--- config.mk ---
export PLATFORM = sky130hd
export DESIGN_NAME = regfile_sb
export DESIGN_NICKNAME = d
export VERILOG_FILES = /design/src/rtl/regfile_pkg.sv /design/src/rtl/rf_scoreboard.sv /design/src/rtl/regfile_sb.sv
export SDC_FILE = /design/constraint.sdc
export NUM_CORES = 2
export LEC_CHECK = 0
export BUFFER_PORTS_ARGS = -buffer_cell sky130_fd_sc_hd__buf_2
export CAP_MARGIN = 20
export CORE_ASPECT_RATIO = 0.6
export CORE_MARGIN = 2
export CORE_UTILIZATION = 60
export DETAILED_ROUTE_END_ITERATION = 8
export PLACE_DENSITY_LB_ADDON = 0.2
export SLEW_MARGIN = 20
export SYNTH_ARGS = -nofsm -noshare
export SYNTH_HDL_FRONTEND = slang
export SYNTH_SLANG_ARGS = --single-unit
--- constraint.sdc ---
create_clock -name clk -period 2.37 [get_ports clk]
set_input_delay 0 -clock clk [delete_from_list [all_inputs] [get_ports clk]]
set_output_delay 0 -clock clk [all_outputs]
set_load 0.05 [all_outputs]
--- src/rtl/regfile_pkg.sv ---
// Shared definitions for the integer register file and its scoreboard.
package regfile_pkg;

  localparam int unsigned DEF_XLEN  = 32;
  localparam int unsigned DEF_NREGS = 32;
  localparam int unsigned DEF_AW    = $clog2(DEF_NREGS);

  typedef logic [DEF_AW-1:0]   reg_addr_t;
  typedef logic [DEF_XLEN-1:0] reg_data_t;

endpackage

--- src/rtl/rf_scoreboard.sv ---
// Per-register busy bits: set on issue, cleared on writeback, issue wins on collision.
module rf_scoreboard #(
  parameter int unsigned NREGS    = 32,
  parameter int unsigned AW       = $clog2(NREGS),
  parameter bit          ZERO_REG = 1'b1
) (
  input  logic          clk,
  input  logic          reset,
  input  logic          en,
  input  logic          set_en,
  input  logic [AW-1:0] set_addr,
  input  logic          clr_en,
  input  logic [AW-1:0] clr_addr,
  input  logic [AW-1:0] rs1,
  input  logic [AW-1:0] rs2,
  output logic          busy1,
  output logic          busy2
);

  logic [NREGS-1:0] busy;
  logic [NREGS-1:0] busy_nxt;

  // Next busy vector: clear first so a same-register issue overrides the writeback.
  always_comb begin
    busy_nxt = busy;
    if (clr_en)
      busy_nxt[clr_addr] = 1'b0;
    if (set_en && !(ZERO_REG && set_addr == '0))
      busy_nxt[set_addr] = 1'b1;
  end

  // Busy vector register, frozen while disabled.
  always_ff @(posedge clk) begin
    if (reset)
      busy <= '0;
    else if (en)
      busy <= busy_nxt;
  end

  // Lookups: a same-cycle writeback to the looked-up register is forwarded, so no hazard.
  always_comb begin
    busy1 = busy[rs1] & ~(clr_en && clr_addr == rs1);
    busy2 = busy[rs2] & ~(clr_en && clr_addr == rs2);
  end

endmodule

--- src/rtl/regfile_sb.sv ---
// Two-read/one-write register file with forwarding, optional zero register and busy scoreboard.
module regfile_sb
  import regfile_pkg::*;
#(
  parameter int unsigned XLEN     = DEF_XLEN,
  parameter int unsigned NREGS    = DEF_NREGS,
  parameter int unsigned AW       = $clog2(NREGS),
  parameter bit          ZERO_REG = 1'b1
) (
  input  logic            clk,
  input  logic            reset,
  input  logic            en,
  input  logic            rd_en,
  input  logic [AW-1:0]   rs1,
  input  logic [AW-1:0]   rs2,
  output logic [XLEN-1:0] rdata1,
  output logic [XLEN-1:0] rdata2,
  output logic            rvalid,
  input  logic            we,
  input  logic [AW-1:0]   waddr,
  input  logic [XLEN-1:0] wdata,
  input  logic            issue_en,
  input  logic [AW-1:0]   issue_rd,
  output logic            busy1,
  output logic            busy2,
  output logic            hazard
);

  logic [XLEN-1:0] rf [NREGS];
  logic [XLEN-1:0] fwd1;
  logic [XLEN-1:0] fwd2;
  logic            wr_ok;

  assign wr_ok = we && !(ZERO_REG && waddr == '0);

  // Read-port data: stored value, overridden by same-cycle write, forced to 0 for the zero register.
  always_comb begin
    fwd1 = rf[rs1];
    fwd2 = rf[rs2];
    if (we && waddr == rs1) fwd1 = wdata;
    if (we && waddr == rs2) fwd2 = wdata;
    if (ZERO_REG && rs1 == '0) fwd1 = '0;
    if (ZERO_REG && rs2 == '0) fwd2 = '0;
  end

  // Storage array write port.
  always_ff @(posedge clk) begin
    if (reset)
      rf <= '{default: '0};
    else if (en && wr_ok)
      rf[waddr] <= wdata;
  end

  // Registered read data and valid pulse; data holds when no read is requested.
  always_ff @(posedge clk) begin
    if (reset) begin
      rdata1 <= '0;
      rdata2 <= '0;
      rvalid <= 1'b0;
    end else if (en) begin
      rvalid <= rd_en;
      if (rd_en) begin
        rdata1 <= fwd1;
        rdata2 <= fwd2;
      end
    end
  end

  rf_scoreboard #(
    .NREGS    (NREGS),
    .AW       (AW),
    .ZERO_REG (ZERO_REG)
  ) u_sb (
    .clk      (clk),
    .reset    (reset),
    .en       (en),
    .set_en   (issue_en),
    .set_addr (issue_rd),
    .clr_en   (we),
    .clr_addr (waddr),
    .rs1      (rs1),
    .rs2      (rs2),
    .busy1    (busy1),
    .busy2    (busy2)
  );

  // Advisory stall request for decode.
  always_comb hazard = rd_en & (busy1 | busy2);

endmodule

; Word-level counts from Yosys, hierarchy flattened
; Cells that the tools add are included.
[word_totals]
romBits = 0
ramBits = 0
regBits = 1121
out_inout_bits = 68
word_cells = 98
latchBits = 0
mem_count = 0
in_bits = 58
[op_classes]
div = 0
order_cmp = 10
n_reduce_logical = 15
n_shift = 0
n_mux = 23
eq_ne = 2
bitwise_logic = 12
addsub = 0
n_mul = 0
[ops]
columns = cell, count
row1 = $bwmux W1024, 1
row2 = $mux W32, 11
row3 = $bmux W32 S5, 2
row4 = $demux W32 S5, 1
row5 = $and A32 B32 Y32, 1
row6 = $not A32 Y32, 1
row7 = $or A32 B32 Y32, 1
row8 = $lt A5 B6 Y1 const B, 4
row9 = $logic_not A5 Y1, 4
row10 = $ge A6 B6 Y1 const B, 3
row11 = $not A5 Y6, 3
row12 = $bmux W1 S5, 2
row13 = $demux W1 S5, 2
row14 = $eq A5 B5 Y1, 2
row15 = $ge A5 B1 Y1 const B, 2
row16 = $logic_and A1 B1 Y1, 8
row17 = $lt A6 B1 Y1 const B, 1
row18 = $mux W1, 4
row19 = $and A1 B1 Y1, 3
row20 = $logic_not A1 Y1, 2
row21 = $not A1 Y1, 2
row22 = $reduce_and A2 Y1, 1
row23 = $or A1 B1 Y1, 1

; Longest topological paths before layout
[depth]
depth_word = 9
ltp_mapped = 10
depth_no_buf = 5

; By module
; From an unflattened synthesis, not the netlist that was laid out.
[hier_totals]
hier_cells = 6539
hier_area_um2 = 56779.5
[by_module_without_submodules]
columns = module, area_per_inst_um2, seq_area_each_um2, n_inst, cells_per_inst
row1 = regfile_sb, 54737.5, 21800.9, 1, 6307
row2 = rf_scoreboard, 2042.0, 640.6, 1, 232

; Least setup slack after synthesis
; Ideal clock, no wire load.
[synth_path]
kind = input-to-output
from = input rs1[2]
to = output hazard
arrival_ns = 2.135
path_stages = 7
required_ns = 2.370
n_path_buf = 3
path_slack_ns = 0.235
path_cell_list = buf_2 > buf_2 > clkbuf_1 > mux4_2 > nand3_1 > and4_1 > o21a_1
[synth_between]
elab_chain_len = 6
elab_cells_between_ends = 8
classes_between = eq/ne (1) / mux (2) / bitwise (4) / reduce/logical (1)
[synth_rtl]
columns = element, line
row1 = "start, declared", regfile_sb.sv:14  ; input logic [AW-1:0] rs1,
row2 = branches (longest 3 deep; another with $bmux W1 S5), --
row3 = $and A1 B1 Y1 (*), rf_scoreboard.sv:42  ; busy1 = busy[rs1] & ~(clr_en && clr_addr == rs1);
row4 = named net busy1, regfile_sb.sv:24  ; output logic busy1,
row5 = $or A1 B1 Y1 (*), regfile_sb.sv:88  ; always_comb hazard = rd_en & (busy1 | busy2);
row6 = $and A1 B1 Y1 (*), regfile_sb.sv:88
row7 = "end, declared", regfile_sb.sv:26  ; output logic hazard
; Mark *: on every way through the listed nets, which the timed path passes. The select of a mux whose other input is x is not followed.

; Worst setup path after layout
[layout_path]
from = input waddr[4]
to = output hazard
[layout_between]
elab_chain_len = 6
elab_cells_between_ends = 10
classes_between = eq/ne (2) / bitwise (6) / reduce/logical (2)
[layout_rtl]
columns = element, line
row1 = "start, declared", regfile_sb.sv:20  ; input logic [AW-1:0] waddr,
row2 = "$eq A5 B5 Y1, on equally long branches", "rf_scoreboard.sv:42, rf_scoreboard.sv:43"
row3 = "$logic_and A1 B1 Y1, on equally long branches", "rf_scoreboard.sv:42, rf_scoreboard.sv:43"
row4 = "$not A1 Y1, on equally long branches", "rf_scoreboard.sv:42, rf_scoreboard.sv:43"
row5 = "$and A1 B1 Y1, on equally long branches", "rf_scoreboard.sv:42, rf_scoreboard.sv:43"
row6 = $or A1 B1 Y1 (*), regfile_sb.sv:88
row7 = $and A1 B1 Y1 (*), regfile_sb.sv:88
; Every way passes the cells marked *; elsewhere a longest branch is shown, timed or not.

==> results.toml <==
[sta]
timing.final.crit_share_pct = 109
drv_slew = 0
fmax_ghz = 0.385
tightest_slew_ps = 1170
slew_headroom_pct = 19.7
finalWorstSetupSlack_ps = -224
final-hold-violation-count = 0
setup_viol = 3
rsz0062_at_grt = "yes"
min_period_ps = 2590
skew_ps = 23.0

[yosys]
synth-edff-count = 0
synth-seq-area-share_pct = 39.6
synthesis.nets = 6719
syn_avg_cell_area_um2 = 8.52
ys_seq_elements = 1121
synth_cell_types = 63
ys_warn_count = 0
ys_async_sr_fraction_pct = 0
synthesis.instances = 6661
ys.flop_type = "dfxtp_1"
synthesis.area_um2 = 56700

[grt]
grt_pass1_wl_mm = 359
grt_pass1_vias = 52307
antenna_found_initial = 12
grt_max_degree = 202
grt-ovfl-total = 0
grt_use_total_pct = 50.2

[worst_setup_path]
r2r_cells = 5
path_cells = "dlygate4sd3_1, buf_2, xor2_1, nor4_4, buf_12, nand2_1, and4_4, o21a_1, buf_6"
r2r-end = "rdata1[15]$_SDFFE_PP0P_"
cp-end-kind = "output pin"
r2r_start = "rf[879]$_SDFFE_PP0P_"
critPathBufInv = 4
max_stage_delay_ps = 610
critPathTopFamily = "buffers and inverters"
reg2reg_slack_ps = 210
crit_required_ps = 2370
cp_max_fo = 33
worstPathArrival_ps = 2590
startpoint_type = "input pin"
cp_slowest_cell = "dlygate4sd3_1"
path_class = "input pin to output pin"

[routing]
firstDrtPassIters = 9
drt_iter0_markers = 11820
post_drt_wl_per_cell_um = 31.9
wl_mm = 253
routed_via_density = 7.21
ant_nets = 0
vias = 57182
route.detailed.drc = 10

[floorplan]
fp.dieH_um = 242
rows = 87
die_w_um = 401
die_area_um2 = 97100
coreArea_um2 = 93800
ios = 126
start_util_pct = 60.5

[placed_design]
routabilityCongestion = 1.04
post-place-ws_ps = 105
port_buffers = 125
hpwlAfterDp_mm = 162

[clock_tree]
cts_tree = "yes"
max-clock-path-buffers = 3
cts_buffers = 103
insertion_delay_ps = 740
cts.sinks = 1121
h-tree-depth = 3
clockRootBuffer = "clkbuf_16"
clkSlewWorstSetupHoldPaths_ps = 70

[cells_and_area]
drive_above_1_share_pct = 16.6
mostFrequentLayoutCell = "nand2_1"
nets = 6642
final_cell_mix = "nand2_1, dfxtp_1, a21oi_1, mux2i_1, mux4_2"
syn2layout_area_growth_pct = 13.4

[power_and_ir_drop]
vdd_ir_drop_max_mv = 0.614
powerDensity_nw_per_um2 = 645
p_leak_nw = 21.7
power_w = 0.0415

[run_status]
outcome = "complete, but fails checks"
violations = "DRC, setup timing"

[job]
max_cap_violations = 0

[hold_path]
min_from = "rs2[1]"
min_path_type = "input pin to flop"
hold_depth = 6
holdPathEnd = "rdata2[20]$_SDFFE_PP0P_"
[how the worst max path moves through the flow]
stage / slack [ps] / endpoint / from / depth (start not counted)
2_1_floorplan: 230 / hazard / rs1[2] / 7
3_3_place_gp: 100 / rdata1[7]$_SDFFE_PP0P_ / rs1[1] / 8
3_5_place_dp: 110 / rdata1[7]$_SDFFE_PP0P_ / rs1[2] / 8
4_1_cts: -140 / hazard / u_sb.busy[23]$_SDFFE_PP0P_ / 6
5_1_grt: -200 / hazard / u_sb.busy[31]$_SDFFE_PP0P_ / 6
6_report: -220 / hazard / waddr[4] / 9
[timing repair]
action | 4_1_cts | 5_1_grt
hold buffers | 55 | 0
setup buffers | 2 | 0
resized for setup | 10 | 1
hold endpoints to repair | 1060 | 0
setup endpoints to repair | 3 | 3
pin swaps | 5 | 0
[flip-flops by register name, summed over array words and instances, names as in the netlist]
signal     count
u_sb.busy     32
rvalid         1
rf          1024
rdata1        32
rdata2        32
[layer usage]
layer  up-vias  GRT usage (%)  part of all wire, %
li1      23232              -                    -
met1     26864           69.0                   36
met2      5903           64.6                   37
met3      1171           23.9                   20
met4        12           26.2                  6.5
met5         -           1.12                0.077
[metrics by stage]
step,TNS (ps),hold WS [ps],cells,area (µm²),util [%]
final,-311,65.3,7931,64300,68.6
after global routing,-250,99.6,7919,64300,68.5
after CTS,-152,28.4,7915,64300,68.5
after detailed placement,0,371,7668,60000,64.0
after global placement,0,369,7668,60000,64.0
after floorplan,0,255,6661,56700,-
[cell usage after synthesis, types with 4 or more instances]
library cell | count | area [µm²]
nor2b_1 | 90 | 563
a211oi_1 | 35 | 263
nand3b_1 | 36 | 270
a221oi_1 | 5 | 43.8
nor2_1 | 124 | 465
a221o_1 | 8 | 80.1
or3_1 | 5 | 31.3
nor4_1 | 22 | 138
and2_1 | 11 | 68.8
buf_12 | 4 | 80.1
a22oi_1 | 84 | 631
a31oi_1 | 32 | 200
buf_2 | 128 | 641
xor2_1 | 8 | 70.1
and3_1 | 16 | 100
or3b_2 | 4 | 35.0
o221ai_1 | 8 | 70.1
nand3_1 | 10 | 50.1
nand2b_1 | 43 | 269
o2bb2ai_1 | 31 | 272
or2_2 | 4 | 25.0
nor3_1 | 25 | 125
nand2_1 | 2038 | 7650
a22o_1 | 94 | 823
mux4_2 | 315 | 7090
clkbuf_1 | 518 | 1940
nor3b_1 | 7 | 52.6
buf_4 | 24 | 180
a2111oi_0 | 31 | 272
o21ai_0 | 45 | 225
o22ai_1 | 106 | 663
o41ai_1 | 31 | 272
dfxtp_1 | 1121 | 22400
o32ai_1 | 22 | 193
buf_6 | 18 | 203
mux2i_1 | 379 | 3790
a21oi_1 | 1062 | 5320
o22a_1 | 34 | 298
mux2_2 | 42 | 473
buf_1 | 6 | 22.5
[logic make-up after synthesis]
logic type | after synthesis | share of synthesized area [%]
AND/OR/NAND/NOR | 2450 | 17.6
AO/OA/AOI/OAI | 1636 | 17.1
flip-flops | 1121 | 39.6
multiplexers | 740 | 20.1
buffers and inverters | 704 | 5.46
XOR/XNOR | 10 | 0.154
[power by group]
| group | total, W | leakage [nW] | switching (W) | internal [W] |
|---|---|---|---|---|
| logic | 0.00394 | 10.9 | 0.00272 | 0.00122 |
| clock network | 0.0185 | 1.80 | 0.00806 | 0.0104 |
| registers | 0.0191 | 9.03 | 0.000123 | 0.0189 |
| total | 0.0415 | 21.7 | 0.0109 | 0.0306 |
[cell type report]
type	instances	area, µm²
tap	1246	1560
sequential	1121	22400
multi-input combinational	4836	31600
clock buffer	144	3090
antenna	16	40.0
fill	7450	29500
inverter	3	11.3
clock inverter	46	584
timing repair buffer	519	5000
[tightest hold or removal path: stages]
cell     delay (ps)
buf_8           160
mux4_2          240
a22oi_1          50
nand2_1          60
a21oi_1          70
o22ai_1         150
Note: power is estimated with default switching activity, not from simulation.
